File: src/rtl/mem_arbiter.sv
// Single-port memory arbiter: instruction fetch vs data memory, data-first
// priority with a starvation guard, one outstanding access, response routed to its owner.
module mem_arbiter #(
   parameter int MEM_LATENCY  = 2,
   parameter int STARVE_LIMIT = 4
) (
   input  logic        CLK,
   input  logic        RESET,
   input  logic        if_req,
   input  logic [31:0] if_addr,
   output logic        if_gnt,
   output logic        if_rvalid,
   output logic [31:0] if_rdata,
   input  logic        dm_req,
   input  logic        dm_we,
   input  logic [31:0] dm_addr,
   input  logic [31:0] dm_wdata,
   input  logic [3:0]  dm_be,
   output logic        dm_gnt,
   output logic        dm_rvalid,
   output logic [31:0] dm_rdata,
   output logic        mem_en,
   output logic        mem_we,
   output logic [31:0] mem_addr,
   output logic [31:0] mem_wdata,
   output logic [3:0]  mem_be,
   input  logic [31:0] mem_rdata,
   output logic        busy
);

   typedef enum logic [1:0] {S_IDLE = 2'd0, S_WAIT = 2'd1, S_RESP = 2'd2} state_t;

   localparam logic [3:0] CNT_LOAD   = (MEM_LATENCY > 1) ? 4'(MEM_LATENCY - 2) : 4'd0;
   localparam logic [3:0] STARVE_MAX = 4'(STARVE_LIMIT);

   state_t      r_state;
   logic        r_owner;
   logic [3:0]  r_cnt;
   logic [3:0]  r_starve;
   logic        r_busy;

   logic        w_issue;
   logic        w_gnt_dm;
   logic        w_gnt_if;
   logic        w_resp;

   // Requests seen while RESET is high are ignored, so arbitration is gated by it.
   assign w_issue  = !RESET && (r_state == S_IDLE || r_state == S_RESP);
   assign w_gnt_dm = w_issue && dm_req && (!if_req || (r_starve < STARVE_MAX));
   assign w_gnt_if = w_issue && if_req && !w_gnt_dm;
   assign w_resp   = !RESET && (r_state == S_RESP);

   assign if_gnt    = w_gnt_if;
   assign dm_gnt    = w_gnt_dm;

   // The response in RESP belongs to the owner latched at the previous grant.
   assign if_rvalid = w_resp && !r_owner;
   assign dm_rvalid = w_resp &&  r_owner;
   assign if_rdata  = if_rvalid ? mem_rdata : 32'd0;
   assign dm_rdata  = dm_rvalid ? mem_rdata : 32'd0;

   assign mem_en    = w_gnt_if || w_gnt_dm;
   assign mem_we    = w_gnt_dm && dm_we;
   assign mem_addr  = w_gnt_dm ? dm_addr  : (w_gnt_if ? if_addr : 32'd0);
   assign mem_wdata = w_gnt_dm ? dm_wdata : 32'd0;
   assign mem_be    = w_gnt_dm ? dm_be    : (w_gnt_if ? 4'hF : 4'h0);

   assign busy      = r_busy;

   always_ff @(posedge CLK) begin
      if (RESET) begin
         r_state  <= S_IDLE;
         r_owner  <= 1'b0;
         r_cnt    <= 4'd0;
         r_starve <= 4'd0;
         r_busy   <= 1'b0;
      end else begin
         case (r_state)
            S_IDLE, S_RESP: begin
               if (w_gnt_if || w_gnt_dm) begin
                  r_owner <= w_gnt_dm;
                  r_busy  <= 1'b1;
                  if (w_gnt_if) begin
                     r_starve <= 4'd0;
                  end else if (if_req && (r_starve < STARVE_MAX)) begin
                     r_starve <= r_starve + 4'd1;
                  end
                  if (MEM_LATENCY == 1) begin
                     r_state <= S_RESP;
                  end else begin
                     r_state <= S_WAIT;
                     r_cnt   <= CNT_LOAD;
                  end
               end else begin
                  r_state <= S_IDLE;
                  r_busy  <= 1'b0;
               end
            end
            S_WAIT: begin
               if (r_cnt != 4'd0) begin
                  r_cnt <= r_cnt - 4'd1;
               end else begin
                  r_state <= S_RESP;
               end
            end
            default: begin
               r_state <= S_IDLE;
               r_busy  <= 1'b0;
            end
         endcase
      end
   end

endmodule

File: config.mk
export PLATFORM = sky130hd
export DESIGN_NAME = mem_arbiter
export DESIGN_NICKNAME = d
export VERILOG_FILES = /design/src/rtl/mem_arbiter.sv
export SDC_FILE = /design/constraint.sdc
export NUM_CORES = 1
export LEC_CHECK = 0
export CORE_AREA = 2 2 108 110
export CTS_CLUSTER_SIZE = 10
export DETAILED_ROUTE_END_ITERATION = 10
export DIE_AREA = 0 0 110 112
export PLACE_DENSITY = 0.62
export REMOVE_ABC_BUFFERS = 1
export SLEW_MARGIN = 10
export SYNTH_ARGS = -nofsm -noshare
export SYNTH_HDL_FRONTEND = slang
export SYNTH_SLANG_ARGS = --single-unit
File: constraint.sdc
create_clock -name CLK -period 1.75 [get_ports CLK]
set_input_delay 0.2625 -clock CLK [delete_from_list [all_inputs] [get_ports CLK]]
set_output_delay 0.2625 -clock CLK [all_outputs]
set_load 0.03 [all_outputs]
## Yosys cells after proc, flatten, opt, wreduce, memory -nomap -nowiden

Cells that the tools add are included.
W data, S select, Z words.

- Add/subtract/negate cells: 2
- Multipliers: 0
- Divide/modulo/power cells: 0
- Magnitude comparators: 1
- Eq/ne operators: 5
- Shift operators: 0
- Mux-type cells: 17
- Bitwise gates (word level): 0
- Reductions and logical operators: 25

Operators by type and width:

| operator | count |
|---|---|
| $mux W32 | 5 |
| $mux W4 | 6 |
| $logic_and A1 B1 Y1 | 10 |
| $pmux W4 S2 | 1 |
| $ne A2 B2 Y1 const B | 3 |
| $reduce_and A3 Y1 | 2 |
| $add A4 B1 Y4 const B | 1 |
| $logic_not A1 Y1 | 4 |
| $lt A4 B3 Y1 const B | 1 |
| $pmux W2 S2 | 1 |
| $reduce_bool A2 Y1 | 2 |
| $reduce_bool A4 Y1 | 1 |
| $sub A4 B1 Y4 const B | 1 |
| $logic_or A1 B1 Y1 | 3 |
| $eq A2 B1 Y1 const B | 1 |
| $eq A2 B2 Y1 const B | 1 |
| $logic_not A2 Y1 | 1 |
| $mux W1 | 2 |
| $mux W2 | 1 |
| $pmux W1 S2 | 1 |
| $reduce_and A2 Y1 | 1 |
| $reduce_or A2 Y1 | 1 |

- Bits in registers: 12
- Bits in latches: 0
- RAM bits: 0
- ROM bits: 0
- Input port bits: 137
- Output and inout port bits: 139
- Logic and storage cells: 55
- Memories: 0

## Longest topological paths before layout

- Word-level depth: 10
- Depth in mapped cells: 7
- Mapped depth without buffers: 5

## Least setup slack after synthesis

Ideal clock, no wire load.

- Path kind: input-to-output
- Start point: input RESET
- End point: output dm_rdata[22]
- Data arrival time: 1.574 ns
- Required time: 1.487 ns
- Path slack: -0.086 ns
- Cell stages on the path: 5
- Path buffers: 2
- Cells stage by stage: buf_2 > nor2_2 > and3_1 > clkbuf_1 > and2_1

- Word-level cells in the longest chain between the ends: 4

Ends and longest elaborated chain:

| element | line | source |
|---|---|---|
| start, declared | 8 | `input logic RESET,` |
| $logic_not A1 Y1 | 51 | `assign w_resp = !RESET && (r_state == S_RESP);` |
| $logic_and A1 B1 Y1 | 51 |  |
| $logic_and A1 B1 Y1 | 58 | `assign dm_rvalid = w_resp && r_owner;` |
| via dm_rvalid | 20 | `output logic dm_rvalid,` |
| $mux W32 | 60 | `assign dm_rdata = dm_rvalid ? mem_rdata : 32'd0;` |
| end, declared | 21 | `output logic [31:0] dm_rdata,` |

The timed path passes the listed nets, and every way through them passes these cells.

## Worst setup path after layout

- Start point: register r_starve[3]
- End point: output mem_addr[13]

- Word-level cells in the longest chain between the ends: 7

Ends and longest elaborated chain:

| element | line | source |
|---|---|---|
| start, declared | 39 | `logic [3:0] r_starve;` |
| start signal, assigned | 86 | `r_starve <= r_starve + 4'd1;` |
| $lt A4 B3 Y1 * | 49 | `assign w_gnt_dm = w_issue && dm_req && (!if_req \|\| (r_starve < STARVE_MAX));` |
| $logic_or A1 B1 Y1 * | 49 |  |
| $logic_and A1 B1 Y1 * | 49 |  |
| $logic_not A1 Y1 | 50 | `assign w_gnt_if = w_issue && if_req && !w_gnt_dm;` |
| $logic_and A1 B1 Y1 | 50 |  |
| $mux W32 | 64 | `assign mem_addr = w_gnt_dm ? dm_addr : (w_gnt_if ? if_addr : 32'd0);` |
| $mux W32 * | 64 |  |
| end, declared | 24 | `output logic [31:0] mem_addr,` |

Mark *: on every way between the ends. The rest lies on a longest branch, timed or not.

==> flow_metrics.py <==
metrics = {
    "run_status": {
        "outcome": "finished, violations left",
        "violations_in_the_final_reports": "negative setup slack",
    },
    "detailed_routing": {
        "antenna_violating_nets_post_route": 0,
        "drc_errors": 0,
        "routed_wl_um": 12300,
        "route.vias.total": 2884,
        "detail_route.wl_per_cell_um": 18.5,
        "initial_drt_pass_iterations": 4,
        "avgViaCountPerCell": 4.35,
        "detail_route.iter0.violations": 117,
    },
    "die": {
        "initial_core_util": 0.143,
        "die_h_um": 112,
        "die_area_um2": 12300,
        "number_of_placement_rows": 39,
        "floorplan.die.width_um": 110,
        "io_pins": 276,
        "core_um2": 11200,
    },
    "power_and_ir_drop": {
        "power.density_nw_per_um2": 335,
        "peakVddDrop_mv": 0.371,
        "cellLeakagePower_uw": 0.00257,
    },
    "finish": {
        "register_area_um2": 246,
        "num-nets-final": 660,
        "drive_gt1_frac": 0.562,
        "footprint_of_the_multi_input_gates_um2": 1530,
        "num-fill-cells": 1001,
        "antennaDiodeCount": 0,
        "syn2layout_area_growth_pct": 257,
    },
    "timing": {
        "setup_viol": 134,
        "finalHoldViolations": 0,
        "min_period_ps": 1950,
        "setup_ws_ps": -205,
        "timing_max_transition_violations_final": 0,
        "whs_ps": 478,
        "fin_worst_skew_ps": 0.818,
        "grt_setup_unrepaired": "yes",
        "worst-slew-pin-transition_ps": 362,
        "fmax_mhz": 512,
        "fin_crit_sh": 1.12,
        "max_slew_margin": 0.756,
    },
    "yosys": {
        "ys_seq_elements": 12,
        "synth.lib_cells_used.distinct": 35,
        "fraction_of_synthesized_cell_area_taken_by_the_top_area_cell_type": 0.381,
        "syn_area_per_cell_um2": 7.38,
        "yosysWarningCount": 0,
        "async_flop_share": 0,
        "post_synth_instance_area_um2": 1590,
        "synth-edff-count": 0,
        "ys_seq_area_frac": 0.151,
        "postSynth.topFlopCell": "sky130_fd_sc_hd__dfxtp_1",
        "synth.area.top_cells": "sky130_fd_sc_hd__and2_1 38%, sky130_fd_sc_hd__a22o_1 18%, sky130_fd_sc_hd__dfxtp_1 15%",
        "netlist_instances": 216,
        "yosys.area.top_type": "sky130_fd_sc_hd__and2_1",
    },
    "clocking": {
        "clockBufferDepth": 2,
        "cts_tree": "done",
        "tritoncts.num_buffers": 3,
        "clk_transition_reported_paths_ps": 40,
        "cts-htree-levels": 1,
        "cts_num_sinks": 12,
        "cts_root_buffer": "sky130_fd_sc_hd__clkbuf_16",
        "clock_insertion_delay_at_the_later_pin_of_the_skew_report_ps": 250,
    },
    "placement": {
        "gp_congestion": 0.859,
        "pre_cts_ws_ps": -402,
        "place.port_buffers": 275,
        "dp_hpwl_um": 8030,
    },
    "global_route": {
        "largest_net_degree_at_the_start_of_global_routing": 30,
        "global_route.usage.met3": 0.0263,
        "residual_overflow_from_global_routing": 0,
        "met1_usage": 0.201,
        "number_of_antenna_violations_at_the_first_check_in_global_routing": 0,
        "met2_usage": 0.287,
        "gr-usage-all-layers": 0.162,
        "first_global_vias": 2598,
        "grt_first_pass_wirelength_um": 15100,
        "gr-max-usage-layer": "met2",
    },
    "worst_setup_path": {
        "worst_r2r_path_depth": 7,
        "worstPathMaxFanout": 7,
        "critical_r2r_launch": "r_starve[3]",
        "critPathCaptureType": "primary output",
        "startpoint": "r_starve[3]",
        "r2r_setup_slack_ps": 100,
        "crit_arrival_ps": 1690,
        "endpoint_of_the_most_critical_setup_path": "mem_addr[13]",
        "timing_worst_setup_path_type": "reg -> out",
        "r2r_end": "r_starve[3]",
        "worst_ep_required_time_ps": 1490,
        "startpoint_type": "flop",
    },
    "hold_path": {
        "worst_hold_startpoint": "r_starve[1]",
        "min-delay-path-class": "reg -> reg",
        "worst_hold_path.num_cells": 2,
    },
    "run": {
        "maxCapViolations": 0,
    },
}
-- synthesized netlist by cell type, types with 2 or more instances --
cell / instances
sky130_fd_sc_hd__and2_1: 97
sky130_fd_sc_hd__a22o_1: 32
sky130_fd_sc_hd__dfxtp_1: 12
sky130_fd_sc_hd__inv_1: 7
sky130_fd_sc_hd__clkbuf_1: 6
sky130_fd_sc_hd__o21ai_0: 6
sky130_fd_sc_hd__a21oi_1: 5
sky130_fd_sc_hd__buf_2: 5
sky130_fd_sc_hd__and3_1: 4
sky130_fd_sc_hd__a31o_2: 3
sky130_fd_sc_hd__buf_6: 3
sky130_fd_sc_hd__nand2_1: 3
sky130_fd_sc_hd__o21a_1: 3
sky130_fd_sc_hd__or3_1: 3
sky130_fd_sc_hd__clkbuf_2: 2
sky130_fd_sc_hd__ha_1: 2
sky130_fd_sc_hd__nand2b_1: 2
sky130_fd_sc_hd__nor2_1: 2
sky130_fd_sc_hd__nor2b_1: 2
sky130_fd_sc_hd__nor4_1: 2
-- layer usage --
metal,part of all wire,up-vias
met5,0,-
met4,0.017,0
met3,0.071,17
met2,0.51,133
met1,0.41,1373
li1,-,1361
-- cell type report --
type | count | area share
Timing Repair Buffer | 315 | 0.634
Multi-Input combinational cell | 181 | 0.268
Sequential cell | 12 | 0.0433
Tap cell | 143 | 0.0314
Clock buffer | 4 | 0.0156
Inverter | 8 | 0.00748
-- metrics by stage --
stage	power (uW)	util	TNS [ps]	area [um^2]	instances
finish	1910	0.509	-13030	5690	663
global route	1980	0.509	-19590	5690	663
floorplan	636	-	-19440	1480	198
detailed placement	1220	0.392	-28130	4380	634
CTS	1830	0.449	-8450	5020	652
global placement	1210	0.392	-25750	4380	634
-- flip-flops by register name, summed over array words and instances, names as in the netlist --
| name | cells |
|---|---|
| r_state | 2 |
| r_starve | 4 |
| busy | 1 |
| r_cnt | 4 |
| r_owner | 1 |
-- where the power goes --
| group | leakage (uW) | total (uW) | switching, uW | internal [uW] |
|---|---|---|---|---|
| Clock | 0.0000442 | 476 | 130 | 346 |
| Sequential | 0.0000994 | 287 | 5.71 | 281 |
| Combinational | 0.00243 | 1150 | 486 | 660 |
| Total | 0.00257 | 1910 | 622 | 1290 |
-- cell usage in the layout (no fill, tap or decap), types with 2 or more instances in the layout --
master / synthesis / routed
sky130_fd_sc_hd__inv_1: 7 / 6
sky130_fd_sc_hd__and3_4: 0 / 5
sky130_fd_sc_hd__nand2b_1: 2 / 2
sky130_fd_sc_hd__or3_1: 3 / 3
sky130_fd_sc_hd__dfxtp_2: 0 / 2
sky130_fd_sc_hd__clkbuf_16: 0 / 11
sky130_fd_sc_hd__nor2b_1: 2 / 2
sky130_fd_sc_hd__a31o_2: 3 / 3
sky130_fd_sc_hd__a22o_1: 32 / 31
sky130_fd_sc_hd__buf_4: 1 / 18
sky130_fd_sc_hd__o21a_1: 3 / 3
sky130_fd_sc_hd__nor2_1: 2 / 2
sky130_fd_sc_hd__buf_12: 0 / 12
sky130_fd_sc_hd__buf_16: 0 / 5
sky130_fd_sc_hd__nor4_1: 2 / 2
sky130_fd_sc_hd__and2_4: 0 / 88
sky130_fd_sc_hd__nand2_1: 3 / 3
sky130_fd_sc_hd__o21ai_0: 6 / 4
sky130_fd_sc_hd__and2_1: 97 / 9
sky130_fd_sc_hd__dfxtp_1: 12 / 9
sky130_fd_sc_hd__a21oi_1: 5 / 5
sky130_fd_sc_hd__clkdlybuf4s50_1: 0 / 134
sky130_fd_sc_hd__buf_6: 3 / 134
sky130_fd_sc_hd__dlygate4sd2_1: 0 / 2
sky130_fd_sc_hd__ha_1: 2 / 2
-- worst max-delay path: stages (launching register included) --
cell                      delay (ps)
sky130_fd_sc_hd__dfxtp_4         330
sky130_fd_sc_hd__or3b_4          440
sky130_fd_sc_hd__and3_4          190
sky130_fd_sc_hd__buf_6           140
sky130_fd_sc_hd__a22o_1          200
sky130_fd_sc_hd__buf_6           140
-- worst min path at each step --
stage | to | slack (ps)
after floorplan | r_starve[0] | 330
after global placement | r_starve[1] | 460
after detailed placement | r_starve[1] | 470
after CTS | r_starve[1] | 480
after global routing | r_starve[1] | 510
final | r_starve[1] | 480
-- logic make-up after synthesis --
family | synth area share
AND/OR/NAND/NOR | 0.486
flip-flops | 0.151
adder cells (fa/ha/maj) | 0.0157
buffers and inverters | 0.0903
AO/OA/AOI/OAI | 0.257
-- timing repair --
item / in CTS / in global routing
pin swaps: 8 / 61
hold buffers: 0 / 0
endpoints found under the hold margin: 0 / 0
cloned: 6 / 10
endpoints found under the setup margin: 138 / 137
buffers inserted: 9 / 2
resized for setup: 114 / 145
No activity file was read; power rests on OpenSTA's default activity.
